## config.mk

```make
export PLATFORM = sky130hd
export DESIGN_NAME = vga_timing_gen_flat
export DESIGN_NICKNAME = d
export VERILOG_FILES = /design/src/rtl/vga_pkg.sv /design/src/rtl/vga_timing_gen_if.sv /design/src/rtl/vga_timing_gen_mod_counter.sv /design/src/rtl/vga_timing_gen.sv /design/src/flat_wrapper.sv
export SDC_FILE = /design/constraint.sdc
export NUM_CORES = 1
export LEC_CHECK = 0
export CAP_MARGIN = 20
export CELL_PAD_IN_SITES_DETAIL_PLACEMENT = 2
export CELL_PAD_IN_SITES_GLOBAL_PLACEMENT = 2
export CORE_MARGIN = 4
export CORE_UTILIZATION = 29
export CTS_CLUSTER_DIAMETER = 80
export DETAILED_ROUTE_END_ITERATION = 10
export PLACE_DENSITY = 0.94
export SLEW_MARGIN = 20
export SYNTH_ARGS = -nofsm -noshare
export SYNTH_HDL_FRONTEND = slang
export SYNTH_SLANG_ARGS = --single-unit
```

## constraint.sdc

```tcl
create_clock -name clk_25mhz -period 4.3 [get_ports clk_25mhz]
set_input_delay 0.86 -clock clk_25mhz [delete_from_list [all_inputs] [get_ports clk_25mhz]]
set_output_delay 0.86 -clock clk_25mhz [all_outputs]
set_load 0.02 [all_outputs]
```

## src/rtl/vga_pkg.sv

```systemverilog
// Shared VGA timing constants: default 640x480@60 raster,
// derived totals and sync windows, and datapath widths.
package vga_pkg;

  localparam int CNT_W   = 10;
  localparam int COLOR_W = 8;

  localparam int H_VISIBLE_DEF = 640;
  localparam int H_FRONT_DEF   = 16;
  localparam int H_SYNC_DEF    = 96;
  localparam int H_BACK_DEF    = 48;
  localparam int V_VISIBLE_DEF = 480;
  localparam int V_FRONT_DEF   = 10;
  localparam int V_SYNC_DEF    = 2;
  localparam int V_BACK_DEF    = 33;

  localparam int H_TOT = H_VISIBLE_DEF + H_FRONT_DEF
                       + H_SYNC_DEF + H_BACK_DEF;
  localparam int V_TOT = V_VISIBLE_DEF + V_FRONT_DEF
                       + V_SYNC_DEF + V_BACK_DEF;

  localparam int HS_START = H_VISIBLE_DEF + H_FRONT_DEF;
  localparam int HS_END   = HS_START + H_SYNC_DEF;
  localparam int VS_START = V_VISIBLE_DEF + V_FRONT_DEF;
  localparam int VS_END   = VS_START + V_SYNC_DEF;

endpackage

```

## src/rtl/vga_timing_gen_if.sv

```systemverilog
// Raster bus between the timing generator, the pixel
// generators and the DAC pins.
interface vga_timing_gen_if;
  import vga_pkg::*;

  logic [COLOR_W-1:0] rgb_r;
  logic [COLOR_W-1:0] rgb_g;
  logic [COLOR_W-1:0] rgb_b;
  logic [CNT_W-1:0]   col;
  logic [CNT_W-1:0]   row;
  logic               video_on;
  logic               frame_start;
  logic [COLOR_W-1:0] VGA_R;
  logic [COLOR_W-1:0] VGA_G;
  logic [COLOR_W-1:0] VGA_B;
  logic               VGA_HS;
  logic               VGA_VS;
  logic               VGA_BLANK_N;
  logic               VGA_SYNC_N;

  modport master (
    input  rgb_r, rgb_g, rgb_b,
    output col, row, video_on, frame_start,
    output VGA_R, VGA_G, VGA_B,
    output VGA_HS, VGA_VS, VGA_BLANK_N, VGA_SYNC_N
  );

  modport slave (
    output rgb_r, rgb_g, rgb_b,
    input  col, row, video_on, frame_start,
    input  VGA_R, VGA_G, VGA_B,
    input  VGA_HS, VGA_VS, VGA_BLANK_N, VGA_SYNC_N
  );

endinterface

```

## src/rtl/vga_timing_gen_mod_counter.sv

```systemverilog
// Modulo-MAX counter with enable; wrap_o flags the
// enabled step from MAX-1 back to 0.
module mod_counter #(
  parameter int MAX   = 800,
  parameter int WIDTH = 10
) (
  input  logic             clk,
  input  logic             rst,
  input  logic             en_i,
  output logic [WIDTH-1:0] cnt_o,
  output logic             wrap_o
);

  localparam logic [WIDTH-1:0] LAST = WIDTH'(MAX - 1);

  logic [WIDTH-1:0] cnt_q;
  logic [WIDTH-1:0] cnt_d;

  assign wrap_o = en_i && (cnt_q == LAST);
  assign cnt_o  = cnt_q;

  always_comb begin
    cnt_d = cnt_q;
    if (wrap_o)
      cnt_d = '0;
    else if (en_i)
      cnt_d = cnt_q + 1'b1;
  end

  always_ff @(posedge clk or posedge rst) begin
    if (rst)
      cnt_q <= '0;
    else
      cnt_q <= cnt_d;
  end

endmodule

```

## src/rtl/vga_timing_gen.sv

```systemverilog
// VGA raster timing: h/v counters, derived sync/blank and a
// single output register aligning colour with sync at the pins.
module vga_timing_gen
  import vga_pkg::*;
#(
  parameter int H_VISIBLE = H_VISIBLE_DEF,
  parameter int H_FRONT   = H_FRONT_DEF,
  parameter int H_SYNC    = H_SYNC_DEF,
  parameter int H_BACK    = H_BACK_DEF,
  parameter int V_VISIBLE = V_VISIBLE_DEF,
  parameter int V_FRONT   = V_FRONT_DEF,
  parameter int V_SYNC    = V_SYNC_DEF,
  parameter int V_BACK    = V_BACK_DEF
) (
  input logic              clk_25mhz,
  input logic              rst,
  vga_timing_gen_if.master vga
);

  localparam int HT  = H_VISIBLE + H_FRONT + H_SYNC + H_BACK;
  localparam int VT  = V_VISIBLE + V_FRONT + V_SYNC + V_BACK;
  localparam int HSS = H_VISIBLE + H_FRONT;
  localparam int VSS = V_VISIBLE + V_FRONT;

  localparam logic [CNT_W-1:0] HV_C  = CNT_W'(H_VISIBLE);
  localparam logic [CNT_W-1:0] VV_C  = CNT_W'(V_VISIBLE);
  localparam logic [CNT_W-1:0] HSS_C = CNT_W'(HSS);
  localparam logic [CNT_W-1:0] HSE_C = CNT_W'(HSS + H_SYNC);
  localparam logic [CNT_W-1:0] VSS_C = CNT_W'(VSS);
  localparam logic [CNT_W-1:0] VSE_C = CNT_W'(VSS + V_SYNC);

  logic [CNT_W-1:0] h;
  logic [CNT_W-1:0] v;
  logic             h_wrap;
  logic             v_wrap_unused;
  logic             hsync_c;
  logic             vsync_c;
  logic             von_c;

  mod_counter #(.MAX(HT), .WIDTH(CNT_W)) u_hcnt (
    .clk    (clk_25mhz),
    .rst    (rst),
    .en_i   (1'b1),
    .cnt_o  (h),
    .wrap_o (h_wrap)
  );

  mod_counter #(.MAX(VT), .WIDTH(CNT_W)) u_vcnt (
    .clk    (clk_25mhz),
    .rst    (rst),
    .en_i   (h_wrap),
    .cnt_o  (v),
    .wrap_o (v_wrap_unused)
  );

  assign von_c   = (h < HV_C) && (v < VV_C);
  assign hsync_c = !((h >= HSS_C) && (h < HSE_C));
  assign vsync_c = !((v >= VSS_C) && (v < VSE_C));

  assign vga.col         = h;
  assign vga.row         = v;
  assign vga.video_on    = von_c;
  assign vga.frame_start = (h == '0) && (v == '0);
  assign vga.VGA_SYNC_N  = 1'b0;

  logic [COLOR_W-1:0] r_q, r_d;
  logic [COLOR_W-1:0] g_q, g_d;
  logic [COLOR_W-1:0] b_q, b_d;
  logic               hs_q, vs_q, blank_n_q;

  always_comb begin
    r_d = '0;
    g_d = '0;
    b_d = '0;
    if (von_c) begin
      r_d = vga.rgb_r;
      g_d = vga.rgb_g;
      b_d = vga.rgb_b;
    end
  end

  // Colour and sync share one bank so both reach the pins together.
  always_ff @(posedge clk_25mhz or posedge rst) begin
    if (rst) begin
      r_q       <= '0;
      g_q       <= '0;
      b_q       <= '0;
      hs_q      <= 1'b1;
      vs_q      <= 1'b1;
      blank_n_q <= 1'b0;
    end else begin
      r_q       <= r_d;
      g_q       <= g_d;
      b_q       <= b_d;
      hs_q      <= hsync_c;
      vs_q      <= vsync_c;
      blank_n_q <= von_c;
    end
  end

  assign vga.VGA_R       = r_q;
  assign vga.VGA_G       = g_q;
  assign vga.VGA_B       = b_q;
  assign vga.VGA_HS      = hs_q;
  assign vga.VGA_VS      = vs_q;
  assign vga.VGA_BLANK_N = blank_n_q;

endmodule

```

## src/flat_wrapper.sv

```systemverilog
// flat-port wrapper written by rule: the top's interface ports become plain ports
module vga_timing_gen_flat import vga_pkg::*;
#(
  parameter int H_VISIBLE = H_VISIBLE_DEF,
  parameter int H_FRONT   = H_FRONT_DEF,
  parameter int H_SYNC    = H_SYNC_DEF,
  parameter int H_BACK    = H_BACK_DEF,
  parameter int V_VISIBLE = V_VISIBLE_DEF,
  parameter int V_FRONT   = V_FRONT_DEF,
  parameter int V_SYNC    = V_SYNC_DEF,
  parameter int V_BACK    = V_BACK_DEF
)
  (clk_25mhz, rst, vga_rgb_r, vga_rgb_g, vga_rgb_b, vga_col, vga_row, vga_video_on, vga_frame_start, vga_VGA_R, vga_VGA_G, vga_VGA_B, vga_VGA_HS, vga_VGA_VS, vga_VGA_BLANK_N, vga_VGA_SYNC_N);
  vga_timing_gen_if vga_i ();
  input logic clk_25mhz;
  input logic rst;
  input wire logic [$bits(vga_i.rgb_r)-1:0] vga_rgb_r;
  input wire logic [$bits(vga_i.rgb_g)-1:0] vga_rgb_g;
  input wire logic [$bits(vga_i.rgb_b)-1:0] vga_rgb_b;
  output wire logic [$bits(vga_i.col)-1:0] vga_col;
  output wire logic [$bits(vga_i.row)-1:0] vga_row;
  output wire logic [$bits(vga_i.video_on)-1:0] vga_video_on;
  output wire logic [$bits(vga_i.frame_start)-1:0] vga_frame_start;
  output wire logic [$bits(vga_i.VGA_R)-1:0] vga_VGA_R;
  output wire logic [$bits(vga_i.VGA_G)-1:0] vga_VGA_G;
  output wire logic [$bits(vga_i.VGA_B)-1:0] vga_VGA_B;
  output wire logic [$bits(vga_i.VGA_HS)-1:0] vga_VGA_HS;
  output wire logic [$bits(vga_i.VGA_VS)-1:0] vga_VGA_VS;
  output wire logic [$bits(vga_i.VGA_BLANK_N)-1:0] vga_VGA_BLANK_N;
  output wire logic [$bits(vga_i.VGA_SYNC_N)-1:0] vga_VGA_SYNC_N;
  assign vga_i.rgb_r = vga_rgb_r;
  assign vga_i.rgb_g = vga_rgb_g;
  assign vga_i.rgb_b = vga_rgb_b;
  assign vga_col = vga_i.col;
  assign vga_row = vga_i.row;
  assign vga_video_on = vga_i.video_on;
  assign vga_frame_start = vga_i.frame_start;
  assign vga_VGA_R = vga_i.VGA_R;
  assign vga_VGA_G = vga_i.VGA_G;
  assign vga_VGA_B = vga_i.VGA_B;
  assign vga_VGA_HS = vga_i.VGA_HS;
  assign vga_VGA_VS = vga_i.VGA_VS;
  assign vga_VGA_BLANK_N = vga_i.VGA_BLANK_N;
  assign vga_VGA_SYNC_N = vga_i.VGA_SYNC_N;
  vga_timing_gen #(.H_VISIBLE(H_VISIBLE), .H_FRONT(H_FRONT), .H_SYNC(H_SYNC), .H_BACK(H_BACK), .V_VISIBLE(V_VISIBLE), .V_FRONT(V_FRONT), .V_SYNC(V_SYNC), .V_BACK(V_BACK)) u_core (.clk_25mhz(clk_25mhz), .rst(rst), .vga(vga_i));
endmodule
```

==> impl_metrics.yaml, run 1 <==
sta:
  rsz0062_at_grt: "false"
  max_freq_mhz: 289
  setup_viol: 0
  skew_ns: 0.0110
  slew_viol_final: 0
  worst-slew-pin-transition_ns: 0.830
  hold_violations: 0
  period_needed_ns: 3.46
  final.setup.tns_ns: 0
  relSlewSlack_pct: 44.6
  fin_crit_sh_pct: 80.5
cells_and_area:
  layout.nets: 271
  fin_area_sq_um: 2870
  diodes: 0
  drive_above_1_share_pct: 8.68
  postLayoutCoreUtil_pct: 44.5
  fillers: 661
  layoutNonFillerInstCount: 319
  register_area_sq_um: 1180
  synthToLayoutAreaGrowth_pct: 45.7
  multi_input_area_sq_um: 749
worst_setup_path:
  critPathLaunchType: "register"
  crit_fanout: 7
  ff2ff_setup_slack_ns: 2.33
  critPathKind: "register to output port"
  regToRegEndpoint: "u_core.u_vcnt.cnt_o[2]"
  timing.rr.start: "u_core.u_vcnt.cnt_o[0]"
  critPathCaptureType: "output port"
  required_ns: 3.44
  critical_path_arrival_ns: 2.60
  reg2reg_depth: 6
drt:
  ant_nets: 0
  postRouteWirelength_microns: 5620
  drt_first_pass_iters: 3
  drt_iter0_drc: 39
  wl_per_cell_microns: 17.6
  viasPerCell: 4.76
  route.detailed.drc: 0
  vias: 1520
clock_network:
  cts_resized: 0
  cts_sinks: 47
  cts_setup_buffers: 0
  cts.clk_slew.worst_paths_ns: 0.09
  cts_hold_buf: 0
  clock_latency_ns: 0.29
  cts-root-to-sink-buffers: 2
  cts-root-buf: "clkbuf_8"
  cts_max_level: 2
  cts_tree: "done"
  cts_buffers: 5
flow_run:
  drv_cap: 0
floorplan:
  ioPinCount: 76
  die_w_microns: 90.5
  initial_core_util_pct: 30.5
  rows: 29
  core_sq_um: 6460
  die_area_sq_um: 8180
  fp.dieH_microns: 90.5
logic_synthesis:
  yosys_most_used_dff: "dfrtp_1"
  synth_top_area_share_pct: 57.1
  synth_seq_area_share_pct: 59.8
  syn_area_sq_um: 1970
  synth_edf_count: 0
  synthTopCellsByArea: "dfrtp_1 (57%), and2_1 (8.2%), dfstp_2 (2.7%)"
  synth-seq-cells: 47
  async_flop_share_pct: 100
  synthTopCellsByCount: "dfrtp_1 (45), and2_1 (26), nand3_1 (9), nor2_1 (9)"
  yosys_warnings: 0
  synthesis.nets: 194
  synth_area_leader_cell: "dfrtp_1"
  synth_most_common_cell: "dfrtp_1"
  synth_cells: 164
  ys_types: 42
  syn_avg_cell_area_sq_um: 12.0
global_route:
  antenna_found_initial: 0
  track_usage_pct: 14.1
  grt_max_degree: 48
  grt_pass1_wl_microns: 9250
  grt_pass1_vias: 1794
  overflow: 0
pwr:
  p_leak_uw: 0.00123
  total_power_uw: 797
  p_per_area_nw_per_um2: 277
  irDropWorstVdd_mv: 0.181
placement:
  hpwl_microns: 4160
  dp.cells: 311
  detailed_place.area_sq_um: 2790
  io_buffers: 74
  gp_congestion: 0.755
worst_hold_path:
  hold_start: "u_core.u_vcnt.cnt_o[7]"
  hold_depth: 1
  min_path_type: "register to register"
  worstHoldEndpoint: "u_core.u_vcnt.cnt_o[7]"
run_status:
  status: "completed"
## logic make-up after synthesis
| group | count (synthesis) | share of synthesized area, % |
|---|---|---|
| fa+ha+maj | 4 | 2.54 |
| flops | 47 | 59.8 |
| xor+xnor | 10 | 4.44 |
| buf+inv | 10 | 2.22 |
| simple gates | 77 | 25.1 |
| mux | 2 | 1.14 |
| compound gates | 13 | 4.63 |
| other cells | 1 | 0.190 |
## worst max-delay path, stage by stage, from the launching register on
cell and delay (ns):
dfrtp_1 0.48, or3_1 0.43, or4b_1 0.52, nor4_2 0.24
clkdlybuf4s50_1 0.64
## sequential cells by signal (all words and copies together) (netlist names)
register and flops:
u_core.u_hcnt.cnt_o 10, u_core.u_vcnt.cnt_o 10, u_core.vga.VGA_B 8, u_core.vga.VGA_BLANK_N 1, u_core.vga.VGA_G 8, u_core.vga.VGA_HS 1, u_core.vga.VGA_R 8, u_core.vga.VGA_VS 1
## worst max-delay path by stage
stage / from / endpoint / slack, ns / cells after the start
6_report: u_core.u_hcnt.cnt_o[4] / vga_frame_start / 0.84 / 4
5_1_grt: u_core.u_hcnt.cnt_o[6] / vga_frame_start / 0.75 / 4
4_1_cts: u_core.u_hcnt.cnt_o[4] / vga_frame_start / 0.80 / 4
3_5_place_dp: u_core.u_hcnt.cnt_o[4] / vga_frame_start / 1.16 / 4
3_3_place_gp: u_core.u_hcnt.cnt_o[6] / vga_frame_start / 1.21 / 4
2_1_floorplan: u_core.u_hcnt.cnt_o[6] / vga_frame_start / 1.60 / 3
## stage by stage
stage	hold slack, ns	worst slack (ns)
2_1_floorplan	0.607	1.60
3_5_place_dp	0.524	1.16
5_1_grt	0.575	0.746
6_report	0.531	0.839
4_1_cts	0.538	0.805
3_3_place_gp	0.510	1.21
## cell type report
cell class | instances | share of cell area, %
Inverter | 5 | 0.697
Tap cell | 77 | 3.35
Clock buffer | 7 | 2.66
Clock inverter | 1 | 0.174
Sequential cell | 47 | 41.0
Timing Repair Buffer | 75 | 26.0
Multi-Input combinational cell | 107 | 26.1
## layer usage
metal / track usage, % / wire length [microns] / up-vias
met4: 2.30 / 20 / 0
met3: 5.17 / 453 / 2
li1: - / - / 703
met5: 0 / 0 / -
met1: 15.6 / 2240 / 763
met2: 26.1 / 2910 / 52
## placed cells by master (no fill, tap or decap), drive strengths merged, types with 3 or more instances in the layout
cell type,Yosys,layout
clkdlybuf4s50,0,74
nand4,3,3
clkbuf,2,7
nand3,10,10
and2,26,26
xor2,4,4
and3,5,5
inv,5,4
nor2b,3,3
nor2,9,9
nor3,3,3
dfrtp,45,45
nand2,6,6
ha,4,4
o21ai,4,4
xnor2,6,6
## power breakdown
group          leakage (uW)  switching (uW)  total, uW  internal, uW
clock             0.0000422             147        262           115
combinational      0.000614            35.3       79.3          44.0
sequential         0.000574            3.13        456           453
Note: power is estimated with default switching activity, not from simulation.
==> inputs of run 2 (changes only) <==
Settings changed: CORE_UTILIZATION 29 to 27, PLACE_DENSITY 0.94 to 0.89.
Clock period 4.3 ns to 3.6 ns, I/O delays scaled along.
==> run 2 against run 1 <==
  * Utilization is 2.8 points lower
  * Sequential share of layout area decreased by 0.34 points
  * Largest cell class unchanged
  * Die area increased by 6.7%
  * Setup slack got worse by 0.46 ns
==> impl_metrics.yaml, run 2 (same netlist as run 1, synthesis figures left out) <==
global_route:
  grt_pass1_wl_microns: 8840
  grt_use_met2_pct: 22.9
  grt_max_degree: 48
  grt_pass1_vias: 1681
  track_usage_pct: 13.0
  met3_usage_pct: 5.15
  busiest_layer: "met2"
  grtUsageMet1_pct: 14.9
  antenna_found_initial: 0
  overflow: 0
worst_setup_path:
  critPathCaptureType: "output port"
  critical_path_arrival_ns: 2.50
  reg2reg_depth: 6
  critPathKind: "register to output port"
  crit_fanout: 7
  critPathLaunchType: "register"
  required_ns: 2.88
drt:
  route.detailed.drc: 0
  postRouteWirelength_microns: 5360
  drt_first_pass_iters: 4
  wl_per_cell_microns: 15.9
  viasPerCell: 4.51
  vias: 1525
  ant_nets: 0
  drt_iter0_drc: 22
pwr:
  p_leak_uw: 0.00123
  power.switching_uw: 214
  clkPwrFrac_pct: 32.3
  p_per_area_nw_per_um2: 326
  p_seq_share_pct: 57.7
  power_frac_comb_pct: 10.1
  switching_share_pct: 22.6
  irDropWorstVdd_mv: 0.131
  intPower_uw: 730
clock_network:
  cts.clk_slew.worst_paths_ns: 0.08
  cts-root-buf: "clkbuf_8"
  cts_hold_buf: 0
  cts_setup_buffers: 0
  cts_max_level: 2
  cts_tree: "done"
  cts_buffers: 5
  clock_latency_ns: 0.29
  cts-root-to-sink-buffers: 2
  cts_sinks: 47
  cts_resized: 0
sta:
  setup_viol: 0
  worst-slew-pin-transition_ns: 0.838
  period_needed_ns: 3.22
  worst_hold_slack_ns: 0.545
  skew_ns: 0.00562
  final.setup.tns_ns: 0
  fin_crit_sh_pct: 89.3
  relSlewSlack_pct: 44.1
  rsz0062_at_grt: "false"
  max_freq_mhz: 311
  slew_viol_final: 0
  hold_violations: 0
cells_and_area:
  layout.nets: 271
  diodes: 0
  synthToLayoutAreaGrowth_pct: 47.0
  fillers: 738
  postLayoutCoreUtil_pct: 41.7
  final_common_cell: "clkdlybuf4s50_1"
  final_cell_mix: "clkdlybuf4s50_1 (74), dfrtp_1 (45), and2_1 (26)"
  fin_area_sq_um: 2900
  layoutNonFillerInstCount: 338
  drive_above_1_share_pct: 8.68
floorplan:
  core_sq_um: 6940
  ioPinCount: 76
  fp.dieH_microns: 93.5
  rows: 30
  die_area_sq_um: 8730
  die_w_microns: 93.5
  initial_core_util_pct: 28.4
placement:
  io_buffers: 74
  dp.cells: 330
  gp_congestion: 0.731
  detailed_place.area_sq_um: 2820
  hpwl_microns: 4090
worst_hold_path:
  hold_depth: 1
  min_path_type: "register to register"
flow_run:
  drv_cap: 0
run_status:
  status: "completed"
[run 2: power groups by stage]
stage	combinational [uW]	clock (uW)	sequential [uW]
floorplan	18.0	0	573
global placement	94.4	0	555
detailed placement	97.1	0	556
CTS	97.4	324	545
global route	103	351	546
finish	94.9	304	545
[run 2: path summary, 6_finish.rpt]
path                                             start                endpoint  slack (ns)
worst min register to register  u_core.u_vcnt.cnt_o[7]  u_core.u_vcnt.cnt_o[7]        0.54
max in group asynchronous                          rst  u_core.u_vcnt.cnt_o[2]        2.21
min in group asynchronous                          rst     u_core.vga.VGA_R[3]        0.89
worst max register to register  u_core.u_vcnt.cnt_o[1]  u_core.u_vcnt.cnt_o[0]        1.63
worst max-delay path            u_core.u_hcnt.cnt_o[6]         vga_frame_start        0.38
worst min-delay path            u_core.u_vcnt.cnt_o[7]  u_core.u_vcnt.cnt_o[7]        0.54
[run 2: layout make-up]
type	instances	area, sq um	share of cell area, %
clock buffer	7	76.3	2.63
sequential	47	1180	40.7
clock inverter	1	5.00	0.173
timing repair buffer	75	748	25.8
tap	96	120	4.15
multi-input combinational	107	749	25.9
inverter	5	20.0	0.691
[run 2: through the flow]
step / power [uW] / setup WS [ns]
3_3_place_gp: 649 / 0.705
2_1_floorplan: 591 / 1.04
6_report: 944 / 0.383
3_5_place_dp: 653 / 0.667
5_1_grt: 1000 / 0.259
4_1_cts: 966 / 0.335
[run 2: critical path: stages (launching register included)]
cell and delay, ns:
dfrtp_1 0.46, or3_1 0.41, or4b_1 0.49, nor4_2 0.21, clkdlybuf4s50_1 0.63
[run 2: metal layers]
layer  vias up  routed length (microns)  share of wire (%)
li1        703                        -                  -
met1       759                     2120                 39
met2        56                     2750                 51
met3         7                      448                8.4
met4         0                       44               0.82
met5         -                        0                  0
